### src/rtl/scan_shift_engine.sv
// Synchronous scan register: captures chip observation nets, shifts them out serially
// at a programmable bit rate, and updates the chip control nets from the shift register.
module scan_shift_engine #(
   parameter int               WIDTH     = 32,
   parameter int               DIV       = 2,
   parameter logic [WIDTH-1:0] UPD_RESET = '0,
   localparam int              LW        = $clog2(WIDTH + 1)
) (
   input  logic             clk,
   input  logic             reset,
   input  logic             cmd_valid,
   output logic             cmd_ready,
   input  logic [1:0]       cmd_op,
   input  logic [LW-1:0]    cmd_len,
   input  logic             scan_in,
   output logic             scan_out,
   output logic             shift_tick,
   input  logic [WIDTH-1:0] chip_out,
   output logic [WIDTH-1:0] chip_in,
   output logic             busy,
   output logic             done
);

   localparam int            DW       = (DIV > 1) ? $clog2(DIV) : 1;
   localparam logic [DW-1:0] DIV_LAST = DW'(DIV - 1);
   localparam logic [DW-1:0] DIV_PRE  = DW'((DIV > 1) ? DIV - 2 : 0);
   localparam logic          TICK_ALL = (DIV == 1);

   localparam logic [1:0] OP_NOP = 2'd0;
   localparam logic [1:0] OP_CAP = 2'd1;
   localparam logic [1:0] OP_SHF = 2'd2;
   localparam logic [1:0] OP_UPD = 2'd3;

   typedef enum logic [2:0] {S_IDLE, S_CAP, S_UPD, S_SHF, S_DONE} state_t;

   state_t           state;
   logic [WIDTH-1:0] sr;
   logic [DW-1:0]    div_cnt;
   logic [LW-1:0]    bit_cnt;
   logic [LW-1:0]    len_q;
   logic [LW-1:0]    len_sat;

   assign scan_out = sr[0];
   assign busy     = ~cmd_ready;

   always_comb begin
      len_sat = (cmd_len > LW'(WIDTH)) ? LW'(WIDTH) : cmd_len;
   end

   // shift_tick and done are registered one cycle ahead so they line up with
   // the cycle whose closing edge performs the shift / completes the command.
   always_ff @(posedge clk) begin
      if (reset) begin
         state      <= S_IDLE;
         sr         <= '0;
         chip_in    <= UPD_RESET;
         div_cnt    <= '0;
         bit_cnt    <= '0;
         len_q      <= '0;
         shift_tick <= 1'b0;
         done       <= 1'b0;
         cmd_ready  <= 1'b1;
      end else begin
         shift_tick <= 1'b0;
         done       <= 1'b0;
         case (state)
            S_IDLE: begin
               if (cmd_valid && cmd_ready) begin
                  cmd_ready <= 1'b0;
                  len_q     <= len_sat;
                  div_cnt   <= '0;
                  bit_cnt   <= '0;
                  case (cmd_op)
                     OP_CAP: state <= S_CAP;
                     OP_UPD: state <= S_UPD;
                     OP_SHF: begin
                        if (len_sat == '0) begin
                           state <= S_DONE;
                           done  <= 1'b1;
                        end else begin
                           state      <= S_SHF;
                           shift_tick <= TICK_ALL;
                        end
                     end
                     OP_NOP: begin
                        state <= S_DONE;
                        done  <= 1'b1;
                     end
                     default: begin
                        state <= S_DONE;
                        done  <= 1'b1;
                     end
                  endcase
               end
            end
            S_CAP: begin
               sr    <= chip_out;
               state <= S_DONE;
               done  <= 1'b1;
            end
            S_UPD: begin
               chip_in <= sr;
               state   <= S_DONE;
               done    <= 1'b1;
            end
            S_SHF: begin
               if (div_cnt == DIV_LAST) begin
                  sr      <= {scan_in, sr[WIDTH-1:1]};
                  div_cnt <= '0;
                  if (bit_cnt == len_q - LW'(1)) begin
                     state <= S_DONE;
                     done  <= 1'b1;
                  end else begin
                     bit_cnt    <= bit_cnt + LW'(1);
                     shift_tick <= TICK_ALL;
                  end
               end else begin
                  div_cnt    <= div_cnt + DW'(1);
                  shift_tick <= (div_cnt == DIV_PRE);
               end
            end
            S_DONE: begin
               state     <= S_IDLE;
               cmd_ready <= 1'b1;
            end
            default: begin
               state     <= S_IDLE;
               cmd_ready <= 1'b1;
            end
         endcase
      end
   end

endmodule

### config.mk
export PLATFORM = sky130hd
export DESIGN_NAME = scan_shift_engine
export DESIGN_NICKNAME = d
export VERILOG_FILES = /design/src/rtl/scan_shift_engine.sv
export SDC_FILE = /design/constraint.sdc
export NUM_CORES = 1
export LEC_CHECK = 0
export CAP_MARGIN = 10
export CORE_UTILIZATION = 54
export DETAILED_ROUTE_END_ITERATION = 10
export PLACE_DENSITY_LB_ADDON = 0.2
export SETUP_SLACK_MARGIN = 0.15
export SKIP_CTS_REPAIR_TIMING = 1
export SYNTH_ARGS = -nofsm -noshare
export SYNTH_HDL_FRONTEND = slang
export SYNTH_SLANG_ARGS = --single-unit
### constraint.sdc
create_clock -name clk -period 3.4 [get_ports clk]
set_input_delay 0.34 -clock clk [delete_from_list [all_inputs] [get_ports clk]]
set_output_delay 0.34 -clock clk [all_outputs]
set_load 0.05 [all_outputs]
==> impl_metrics.env <==
export IMPL_post_route_period_util=0.732
export IMPL_skew_ns=0.0101
export IMPL_synth_seq_area_share=0.472
export IMPL_die_area_sq_mm=0.00685
export IMPL_diodes=0
export IMPL_syn_cell_area_sq_mm=0.00352
export IMPL_synth_seq_cells=83
export IMPL_io_pins=81
export IMPL_dpl_instance_area_sq_mm=0.00433
export IMPL_nNetsFinal=521
export IMPL_clock_sinks=83
export IMPL_gp_congestion=0.851
export IMPL_async_reset_ff_frac=0
export IMPL_clk_path_buf_depth=2
export IMPL_totalWireLength_mm=7.98
export IMPL_slowest_delay_ns=0.80
export IMPL_whs_ns=0.458
export IMPL_clk_pin_slew_ns=0.09
export IMPL_syn_num_nets=455
export IMPL_hpwl_mm=5.24
export IMPL_area_delta_synth_final_pct=28.6
export IMPL_avgSynthCellArea_sq_um=8.61
export IMPL_grt_met1_usage=0.312
export IMPL_vias=3077
export IMPL_grt_usage=0.243
export IMPL_synthCells=409
export IMPL_yosysTopAreaCell="dfxtp_1"
export IMPL_first_iter_violations=142
export IMPL_startpoint_type="flop"
export IMPL_grt_use_met3=0.0560
export IMPL_drv_slew=0
export IMPL_post_route_drc_count=0
export IMPL_gr_max_usage_layer="met2"
export IMPL_hold_class="reg2reg"
export IMPL_crit_path_end_kind="flop"
export IMPL_htreeDepth=3
export IMPL_crit_type="reg2reg"
export IMPL_setup_viol=0
export IMPL_yosysTopAreaCellShare=0.472
export IMPL_clkLatencyLatePin_ns=0.36
export IMPL_die_h_um=82.7
export IMPL_cellPowerDensity_mw_per_mm2=485
export IMPL_port_buffers=80
export IMPL_first_pass_iters=4
export IMPL_fmax_mhz=402
export IMPL_grt_pass1_wl_mm=12.4
export IMPL_ys_top_cells_by_area="dfxtp_1, mux2i_1, a211oi_1"
export IMPL_holdPathStages=2
export IMPL_cp_required_ns=3.65
export IMPL_cap_violations=0
export IMPL_maxSlewHeadroom=0.233
export IMPL_grt_max_degree=65
export IMPL_synth_distinct_cells=40
export IMPL_path_cells="inv_1 > ha_1 > and2_4 > o21a_1 > o31a_1 > nor4_2 > nor3b_1 > o21ba_1"
export IMPL_layout_min_cycle_time_ns=2.49
export IMPL_cp_max_fo=12
export IMPL_status="complete, no violations"
export IMPL_leakagePower_nw=1.76
export IMPL_tightest_slew_ns=1.15
export IMPL_numCtsBuffers=9
export IMPL_hold_viol_final=0
export IMPL_crit_slowest_cell="nor4_2"
export IMPL_start_util=0.558
export IMPL_drtAntennaViolNets=0
export IMPL_die_w_um=82.7
export IMPL_num_rows=29
export IMPL_cts_tree="yes"
export IMPL_cts_root_buf="clkbuf_8"
export IMPL_drive_gt1_frac=0.0563
export IMPL_overflow=0
export IMPL_fin_tns_setup_ns=0
export IMPL_grt_pass1_vias=2734
export IMPL_yosys_warnings=0
export IMPL_antenna_found_initial=0
export IMPL_stdcell_area_sq_mm=0.00453
export IMPL_vias_per_cell=5.52
export IMPL_wl_per_cell_um=14.3
export IMPL_grt_use_met2=0.393
export IMPL_ff2ff_path_depth=8
export IMPL_worst_ep_arrival_time_ns=2.74
export IMPL_synth_edff_count=0
export IMPL_coreArea_sq_mm=0.00631
export IMPL_rsz0062_at_grt="no"
export IMPL_synth_ff_type="dfxtp_1"
export IMPL_ir_drop_v=0.000312
export IMPL_fillCellCount=495
-- state kept, by name (all words and copies together) (netlist names) --
register,cells
shift_tick,1
bit_cnt,6
chip_in,32
cmd_ready,1
len_q,6
done,1
sr,32
div_cnt,1
state,3
-- worst paths after layout --
| kind | from | endpoint | slack, ns |
|---|---|---|---|
| worst max register to register | len_q[0]$_SDFFE_PP0P_ | bit_cnt[1]$_SDFFE_PP0P_ | 0.91 |
| worst max-delay path | len_q[0]$_SDFFE_PP0P_ | bit_cnt[1]$_SDFFE_PP0P_ | 0.91 |
| worst min-delay path | chip_in[12]$_SDFFE_PP0P_ | chip_in[12]$_SDFFE_PP0P_ | 0.46 |
| worst min register to register | chip_in[12]$_SDFFE_PP0P_ | chip_in[12]$_SDFFE_PP0P_ | 0.46 |
-- stage by stage --
step / util / power, mW / std cells / setup slack, ns
final: 0.717 / 2.20 / 557 / 0.910
after global routing: 0.717 / 2.30 / 557 / 0.713
after CTS: 0.717 / 2.20 / 557 / 0.918
after detailed placement: 0.685 / 1.49 / 541 / 0.924
after global placement: 0.685 / 1.47 / 541 / 1.05
after floorplan: - / 1.36 / 409 / 1.39
-- synthesized netlist by cell type (2+ instances only) --
library cell,number
a21oi_1,44
buf_4,2
xnor2_1,4
nor2_1,45
xor2_1,3
mux2i_1,33
dfxtp_1,83
o31ai_1,2
nor4_1,2
nand3_1,9
or3_1,5
buf_2,8
inv_1,4
ha_1,2
o21a_1,2
nand2_1,71
a31oi_1,2
a211oi_1,36
nor3b_1,8
clkbuf_1,19
and3_1,2
o21ai_1,4
o21ai_0,2
-- critical path: cells and delay by family, from the launching register on --
kind / cells / cell delay [ns]
simple gates: 3 / 1.09
compound gates: 3 / 0.65
flops: 1 / 0.38
fa+ha+maj: 1 / 0.20
buf+inv: 1 / 0.06
-- placed cells by master (no fill, tap or decap), types with 2 or more instances in the layout --
cell,synthesis,routed
clkdlybuf4s50_1,0,79
buf_4,2,5
a21oi_1,44,44
o31ai_1,2,2
clkbuf_8,0,10
xor2_1,3,3
nand3_1,9,9
mux2i_1,33,33
and3_1,2,2
inv_1,4,4
nand2_1,71,71
a211oi_1,36,36
clkinvlp_4,0,3
o21ai_0,2,2
a31oi_1,2,2
o21ai_1,4,4
ha_1,2,2
dfxtp_1,83,83
xnor2_1,4,4
nor2_1,45,45
nor4_1,2,2
o21a_1,2,2
or3_1,5,5
nor3b_1,8,7
-- logic make-up (layout without fill, tap and decap cells) --
| group | count (synthesis) | count (layout) | share of synthesized area |
|---|---|---|---|
| adder cells (fa/ha/maj) | 2 | 2 | 0.00711 |
| multiplexers | 33 | 33 | 0.0938 |
| XOR/XNOR | 7 | 7 | 0.0174 |
| flip-flops | 83 | 83 | 0.472 |
| buffers and inverters | 34 | 105 | 0.0412 |
| AND/OR/NAND/NOR | 154 | 154 | 0.199 |
| AO/OA/AOI/OAI | 96 | 96 | 0.170 |
-- layer usage --
layer  vias up  share of wire
met4         0          0.014
met3         9          0.064
li1       1565              -
met5         -              0
met2        84           0.47
met1      1419           0.45
-- power breakdown --
part	leakage, nW	internal, mW	switching, mW
clock network	0.0922	0.362	0.367
registers	0.673	1.03	0.0544
logic	0.998	0.159	0.221
-- layout make-up --
type                    count  area, sq um  share of cell area
clock buffers              11          141              0.0312
inverters                   4         15.0             0.00332
repair buffers             85          833               0.184
well taps                  77         96.3              0.0213
multi-input cells         292         1720               0.380
flip-flops and latches     83         1660               0.367
clock inverters             5         61.3              0.0135
Note: power is estimated with default switching activity, not from simulation.
